### config.mk
export PLATFORM = sky130hd
export DESIGN_NAME = scan_mux
export DESIGN_NICKNAME = d
export VERILOG_FILES = /design/src/rtl/scan_mux_pkg.sv /design/src/rtl/dwell_counter.sv /design/src/rtl/scan_mux.sv
export SDC_FILE = /design/constraint.sdc
export NUM_CORES = 1
export LEC_CHECK = 0
export CAP_MARGIN = 10
export CORE_ASPECT_RATIO = 1.5
export CORE_MARGIN = 4
export CORE_UTILIZATION = 30
export DETAILED_ROUTE_END_ITERATION = 6
export GPL_TIMING_DRIVEN = 0
export PLACE_DENSITY = 0.63
export REMOVE_ABC_BUFFERS = 1
export SLEW_MARGIN = 15
export SYNTH_ARGS = -nofsm -noshare
export SYNTH_HDL_FRONTEND = slang
export SYNTH_SLANG_ARGS = --single-unit
### constraint.sdc
create_clock -name clock -period 6.7 [get_ports clock]
set_input_delay 2.01 -clock clock [delete_from_list [all_inputs] [get_ports clock]]
set_output_delay 2.01 -clock clock [all_outputs]
set_load 0.005 [all_outputs]
### src/rtl/scan_mux_pkg.sv
// Shared definitions for the scan_mux family of registered channel multiplexers.
// Mode encodings live here so that future multi-mode variants can extend them in one place.
package scan_mux_pkg;

  localparam logic MODE_MANUAL = 1'b0;
  localparam logic MODE_SCAN   = 1'b1;

  function automatic logic is_scan(input logic mode);
    return (mode == MODE_SCAN);
  endfunction

endpackage

### src/rtl/dwell_counter.sv
// Dwell counter for scan mode: counts held cycles and flags the terminal cycle.
// A dwell of zero behaves as one; the counter is cleared whenever scanning is disabled.
module dwell_counter #(
  parameter int DW = 8
) (
  input  logic          clock,
  input  logic          clear,
  input  logic          enable,
  input  logic [DW-1:0] dwell,
  output logic          tick
);

  logic [DW-1:0] cnt_r;
  logic [DW-1:0] terminal_s;

  // Terminal count is max(dwell,1)-1; a shortened dwell mid-scan may wrap the counter first.
  always_comb begin
    terminal_s = {DW{1'b0}};
    if (dwell == {DW{1'b0}}) begin
      terminal_s = {DW{1'b0}};
    end else begin
      terminal_s = dwell - DW'(1);
    end
    tick = enable && (cnt_r == terminal_s);
  end

  always_ff @(posedge clock or negedge clear) begin
    if (!clear) begin
      cnt_r <= {DW{1'b0}};
    end else if (!enable || tick) begin
      cnt_r <= {DW{1'b0}};
    end else begin
      cnt_r <= cnt_r + DW'(1);
    end
  end

endmodule

### src/rtl/scan_mux.sv
// N-channel registered multiplexer with manual select and round-robin scan modes.
// out and out_ch are loaded from the same next-channel value, so they always agree.
module scan_mux
  import scan_mux_pkg::*;
#(
  parameter  int N  = 4,
  parameter  int W  = 8,
  parameter  int DW = 8,
  localparam int SW = $clog2(N)
) (
  input  logic            clock,
  input  logic            clear,
  input  logic [N*W-1:0]  in_bus,
  input  logic            mode,
  input  logic [SW-1:0]   sel,
  input  logic [DW-1:0]   dwell,
  output logic [W-1:0]    out,
  output logic [SW-1:0]   out_ch,
  output logic            out_valid,
  output logic            switched
);

  logic [SW-1:0] ch_r;
  logic [SW-1:0] ch_next_s;
  logic [W-1:0]  chan_s [N];
  logic [W-1:0]  data_next_s;
  logic          scan_s;
  logic          tick_s;
  logic          sel_legal_s;

  assign scan_s      = is_scan(mode);
  assign sel_legal_s = ({{(32-SW){1'b0}}, sel} < 32'(N));

  for (genvar g = 0; g < N; g++) begin : g_unpack
    assign chan_s[g] = in_bus[g*W +: W];
  end

  dwell_counter #(
    .DW(DW)
  ) u_dwell (
    .clock  (clock),
    .clear  (clear),
    .enable (scan_s),
    .dwell  (dwell),
    .tick   (tick_s)
  );

  // Next channel: out-of-range manual selects hold the current channel.
  always_comb begin
    ch_next_s = ch_r;
    if (scan_s) begin
      if (!tick_s) begin
        ch_next_s = ch_r;
      end else if (ch_r == SW'(N-1)) begin
        ch_next_s = {SW{1'b0}};
      end else begin
        ch_next_s = ch_r + SW'(1);
      end
    end else begin
      if (sel_legal_s) begin
        ch_next_s = sel;
      end else begin
        ch_next_s = ch_r;
      end
    end
  end

  always_comb begin
    data_next_s = {W{1'b0}};
    for (int k = 0; k < N; k++) begin
      if (ch_next_s == SW'(k)) begin
        data_next_s = chan_s[k];
      end else begin
        data_next_s = data_next_s;
      end
    end
  end

  always_ff @(posedge clock or negedge clear) begin
    if (!clear) begin
      ch_r      <= {SW{1'b0}};
      out       <= {W{1'b0}};
      switched  <= 1'b0;
      out_valid <= 1'b0;
    end else begin
      ch_r      <= ch_next_s;
      out       <= data_next_s;
      switched  <= (ch_next_s != ch_r);
      out_valid <= 1'b1;
    end
  end

  assign out_ch = ch_r;

endmodule

### Yosys cells after proc, flatten, opt, wreduce, memory -nomap -nowiden

Index checks and enable logic that the tools add are counted.
W data, S select, Z words.

| word-level totals | value |
|---|---|
| bits in registers | 20 |
| latch bits | 0 |
| bits in writable memories | 0 |
| memory bits (read-only) | 0 |
| input port bits | 45 |
| output and inout bits | 12 |
| logic and storage cells | 28 |
| memories | 0 |

| cells by class | value |
|---|---|
| add/subtract/negate cells | 3 |
| multiply operators | 0 |
| divide/modulo/power cells | 0 |
| $lt $le $gt $ge | 0 |
| equality and inequality tests | 6 |
| shift-type cells | 0 |
| mux-type cells | 9 |
| bitwise operators | 0 |
| reductions and logical operators | 5 |

Operator list:

| operator | count |
|---|---|
| $mux W8 | 6 |
| $add A8 B1 Y8 const B | 1 |
| $eq A8 B8 Y1 | 1 |
| $logic_not A8 Y1 | 1 |
| $sub A8 B1 Y8 const B | 1 |
| $eq A2 B2 Y1 const B | 3 |
| $mux W2 | 3 |
| $add A2 B1 Y2 const B | 1 |
| $eq A2 B1 Y1 const B | 1 |
| $logic_not A2 Y1 | 1 |
| $ne A2 B2 Y1 | 1 |
| $logic_and A1 B1 Y1 | 1 |
| $logic_not A1 Y1 | 1 |
| $logic_or A1 B1 Y1 | 1 |

### Logic depth before layout (Yosys ltp)

| depth | value |
|---|---|
| depth in word-level cells | 11 |
| depth in mapped cells | 11 |
| depth with buffers taken out | 10 |

### Modules after synthesis

A second synthesis with hierarchy kept.

| second synthesis, totals | value |
|---|---|
| cell total of the unflattened synthesis | 173 |
| area total of the unflattened synthesis | 1806.7 um2 |

Modules (own cells, without submodules):

| module | instances | cells each | area an instance (um2) |
|---|---|---|---|
| scan_mux | 1 | 75 | 991.0 |
| dwell_counter | 1 | 98 | 815.8 |

### Least setup slack after synthesis

OpenSTA, ideal clock, no wires.

| timing | value |
|---|---|
| path type | input-to-reg |
| start | input dwell[0] |
| end | register out[6] |
| setup time | 0.129 ns |
| data arrival time | 4.335 ns |
| required time | 6.571 ns |
| path slack | 2.236 ns |
| stages | 10 |
| buffers on the path | 1 |
| cells stage by stage | inv_1 > ha_1 > or3b_2 > or4_1 > a32o_2 > o31a_1 > o2bb2ai_4 > buf_6 > mux2i_1 > mux2i_1 |

| between the ends | value |
|---|---|
| cells in the longest elaborated chain, start to end | 11 |
| elaborated cells between the ends (all ways) | 15 |

RTL lines:

| element | line | text |
|---|---|---|
| from (decl) | scan_mux.sv:16 | `input logic [DW-1:0] dwell,` |
| $sub A8 B1 Y8 / $logic_not A8 Y1 (equally long branches) | dwell_counter.sv:22, dwell_counter.sv:19 |  |
| $mux W8 * | dwell_counter.sv:19 | `if (dwell == {DW{1'b0}}) begin` |
| $eq A8 B8 Y1 * | dwell_counter.sv:24 | `tick = enable && (cnt_r == terminal_s);` |
| $logic_and A1 B1 Y1 * | dwell_counter.sv:24 |  |
| $mux W2 * | scan_mux.sv:52 | `if (!tick_s) begin` |
| $mux W2 * | scan_mux.sv:51 | `if (scan_s) begin` |
| $logic_not A2 Y1 | scan_mux.sv:71 | `if (ch_next_s == SW'(k)) begin` |
| $mux W8 (3 in a row) | scan_mux.sv:71 |  |
| $mux W8 * | scan_mux.sv:71 |  |
| via data_next_s[6] | scan_mux.sv:26 | `logic [W-1:0] data_next_s;` |
| to (signal assigned) | scan_mux.sv:82 | `out <= {W{1'b0}};` |
| to (signal assigned) | scan_mux.sv:87 | `out <= data_next_s;` |
| to (decl) | scan_mux.sv:17 | `output logic [W-1:0] out,` |

Mark *: on every way through the listed nets, which the timed path passes. The rest lies on a longest branch.

### Final worst setup path

| timing | value |
|---|---|
| start | input dwell[0] |
| end | register out[5] |

Same word-level chain as after synthesis.

==> parameters.txt <==
Parameter                              Value

Outcome
  Outcome    complete, no violations

Timing
  Max-slew violation count    0
  Highest clock rate    193 MHz
  Worst Clk Skew    0.00465 ns
  Tmin final    5.17 ns
  Share of the cycle needed by the critical path after routing    77.2%
  Final worst-path setup slack    1.53 ns
  Smallest hold slack    0.554 ns
  Post-Route Setup TNS    0 ns
  Slew at the pin closest to its max-slew limit    0.942 ns
  Setup repair after global routing missed its margin    false
  Number of setup violations in the final report    0
  Worst rel slew slack    37.0%
  Number of endpoints with negative hold slack in the final report    0

Yosys
  Xor and xnor fraction of the mapped netlist area    7.95%
  Share of the synthesized area in compound gates (AO/OA/AOI/OAI)    14.2%
  Fraction of synthesis flops using an asynchronous set or reset pin    100%
  Simple-gate share of the synthesized area    17.3%
  Combinational family with the most area after synthesis    multiplexers
  Synthesized area divided by synthesized cell count    9.88 sq um
  Netlist area before placement    1430 sq um
  Number of flops mapped to enable cells by yosys    0
  Multiplexer fraction of the synthesized cell area    18.9%
  Synth top area share    34.9%
  Sequential share of the synthesized area    34.9%
  Number of distinct library cell variants in the gate-level netlist after synthesis    43
  Ys Warns    0
  Ranking of synthesized cells by instance count    sky130_fd_sc_hd__mux2i_1 (27), sky130_fd_sc_hd__dfrtp_1 (20), sky130_fd_sc_hd__nor2_1 (14)
  Top flip-flop cell by instance count after synthesis    sky130_fd_sc_hd__dfrtp_1
  Largest area contributor in the synthesized netlist    sky130_fd_sc_hd__dfrtp_1
  Library cell with the highest instance count after synthesis    sky130_fd_sc_hd__mux2i_1
  Flops & latches, synth    20
  Syn Inst Count    145
  Area share of fa/ha/maj cells after synthesis    2.62%
  Ranking of synthesized cells by area    sky130_fd_sc_hd__dfrtp_1 (35%), sky130_fd_sc_hd__mux2i_1 (19%), sky130_fd_sc_hd__xor2_1 (4.9%)

Setup path
  R2r endpoint    out[5]
  Category of the worst setup path launch point    input pin
  Setup CP Type    in2reg
  Arrival time reported for the critical path endpoint    5.35 ns
  Startpoint of the most critical register-to-register path    u_dwell.cnt_r[1]
  Endpoint of the worst setup timing path    out[5]
  Startpoint of the most critical setup path    dwell[0]
  Crit path max fanout    10
  Crit path required time    6.88 ns
  FF-to-FF path depth    8
  CP endpoint kind    flip-flop
  Setup slack of the most critical reg-to-reg path    3.91 ns

Routing
  Number of vias in the routed layout    1250
  Number of detailed-routing iterations run before antenna repair    2
  Total wire length    3.31 mm
  Post-DRT Antenna Nets    0
  Violation count after the first detailed-routing iteration    43
  Detailed-route DRC error count    0
  Routed WL per cell    12.6 um
  Number of vias per cell    4.75

Power and ir drop
  Pwr Density    159 nW/um^2
  Leakage component of the power    0.856 nW
  Maximum vdd drop    70.2 uV

Final layout
  Relative area change from synthesis to final layout    46.5%
  Util after Layout    45.8%
  Share of cells above drive strength 1    6.03%
  Area taken by flip-flops and latches    500 sq um
  Fill count    473
  Area used by multi-input combinational logic    881 sq um
  Nets@finish    248
  Design Area, Final    2100 sq um
  Diodes inserted    0

Place
  Final Wtd Congestion    0.778
  Post-DP HPWL    2.62 mm
  Pre-CTS setup slack    0.791 ns
  Cell area after placement    2040 sq um
  Buffers added on ports    56

Flow run
  Max-cap violations    0

Floorplan
  Total die area    5970 sq um
  Floorplan die height    92.6 um
  Initial core utilization    31.3%
  Floorplan core area    4580 sq um
  Ports placed on the boundary    57
  Number of rows created at floorplan    30
  Horizontal extent of the die    64.4 um

Clocking
  Buffer levels on the longest clock path    2
  TritonCTS Buffers    3
  Clock slew seen by the registers of the worst setup and hold paths    0.08 ns
  Clock latency reported for the late side of the worst-skew pair    0.26 ns
  Clock root buffer    sky130_fd_sc_hd__clkbuf_8
  H-tree depth    1
  Sink count of the clock tree    20
  Count of cells resized by post-cts repair    0
  Cts-stage hold buffer count    0
  Number of setup buffers added after CTS    0
  Clock tree from TritonCTS    built

Global route
  Overall overflow remaining after global route    0
  Maximum number of pins on one net before global-route repair    21
  Gr usage total    11.7%
  Via count of the first global-routing pass    1272
  Wire length of the first global-routing pass    5.61 mm
  Antenna violations before repair    0

Hold path
  Min-delay worst type    reg2reg
## cell usage in the layout (no fill, tap or decap), types with 2 or more instances in the layout
master                            Yosys  routed
sky130_fd_sc_hd__a221oi_1             2       2
sky130_fd_sc_hd__a21oi_1              3       2
sky130_fd_sc_hd__nor4_1               3       3
sky130_fd_sc_hd__dfrtp_1             20      20
sky130_fd_sc_hd__nand3_1              6       6
sky130_fd_sc_hd__or4_1                2       2
sky130_fd_sc_hd__xnor2_1              5       5
sky130_fd_sc_hd__a211oi_1             2       2
sky130_fd_sc_hd__clkbuf_8             0       4
sky130_fd_sc_hd__inv_1                6       6
sky130_fd_sc_hd__nand3b_1             3       3
sky130_fd_sc_hd__nor2b_1              2       2
sky130_fd_sc_hd__ha_1                 3       3
sky130_fd_sc_hd__or3b_2               2       2
sky130_fd_sc_hd__mux2i_1             27      27
sky130_fd_sc_hd__o21ai_0              6       6
sky130_fd_sc_hd__clkdlybuf4s50_1      0      56
sky130_fd_sc_hd__and3_1               3       3
sky130_fd_sc_hd__xor2_1               8       8
sky130_fd_sc_hd__nor2_1              14      14
## registers in the layout, indices dropped and copies added, names as in the netlist
register and cells:
u_dwell.cnt_r 8, switched 1, out_valid 1, out_ch 2
out 8
## cell families (layout without fill, tap and decap cells)
family / after synthesis / count (layout)
other cells: 1 / 1
xor+xnor: 13 / 13
buf+inv: 12 / 66
compound gates: 26 / 26
mux: 27 / 27
flops: 20 / 20
simple gates: 43 / 43
fa+ha+maj: 3 / 3
## power by group
group / internal, W / switching (W)
sequential: 0.000131 / 0.00000749
clock: 0.0000523 / 0.0000392
combinational: 0.0000639 / 0.0000398
## worst min-delay path by stage
stage	slack, ns	start	cells past startpoint	to
CTS	0.56	u_dwell.cnt_r[7]	2	u_dwell.cnt_r[7]
global route	0.59	u_dwell.cnt_r[7]	2	u_dwell.cnt_r[7]
detailed placement	0.53	u_dwell.cnt_r[7]	2	u_dwell.cnt_r[7]
finish	0.55	u_dwell.cnt_r[7]	2	u_dwell.cnt_r[7]
global placement	0.54	u_dwell.cnt_r[7]	2	u_dwell.cnt_r[7]
floorplan	0.51	u_dwell.cnt_r[7]	2	u_dwell.cnt_r[7]
## through the flow
step	instances	power [W]
after floorplan	139	0.000186
after global routing	263	0.000355
after detailed placement	259	0.000247
final	263	0.000334
after global placement	259	0.000246
after CTS	263	0.000340
## layer usage
metal	wire length (um)	part of all wire, %	GRT usage (%)	up-vias
met4	21	0.63	4.23	0
li1	-	-	-	639
met2	1800	55	23.0	42
met3	223	6.7	2.06	2
met5	0	0	0	-
met1	1260	38	11.9	567
## critical path: stages
cell and delay, ns:
sky130_fd_sc_hd__clkdlybuf4s50_1 0.52, sky130_fd_sc_hd__inv_1 0.10, sky130_fd_sc_hd__ha_1 0.25, sky130_fd_sc_hd__nor3b_2 0.56, sky130_fd_sc_hd__a22oi_1 0.18, sky130_fd_sc_hd__o32ai_1 0.30
sky130_fd_sc_hd__nand4_1 0.28, sky130_fd_sc_hd__nor2_1 0.22, sky130_fd_sc_hd__mux2i_1 0.11, sky130_fd_sc_hd__a21oi_2 0.56, sky130_fd_sc_hd__mux2i_1 0.26
## layout make-up
type / instances / share of cell area (%)
Multi-Input combinational cell: 113 / 42.0
Tap cell: 64 / 3.81
Timing Repair Buffer: 56 / 26.7
Clock buffer: 4 / 2.62
Sequential cell: 20 / 23.8
Inverter: 6 / 1.07
Note: power is estimated with default switching activity, not from simulation.
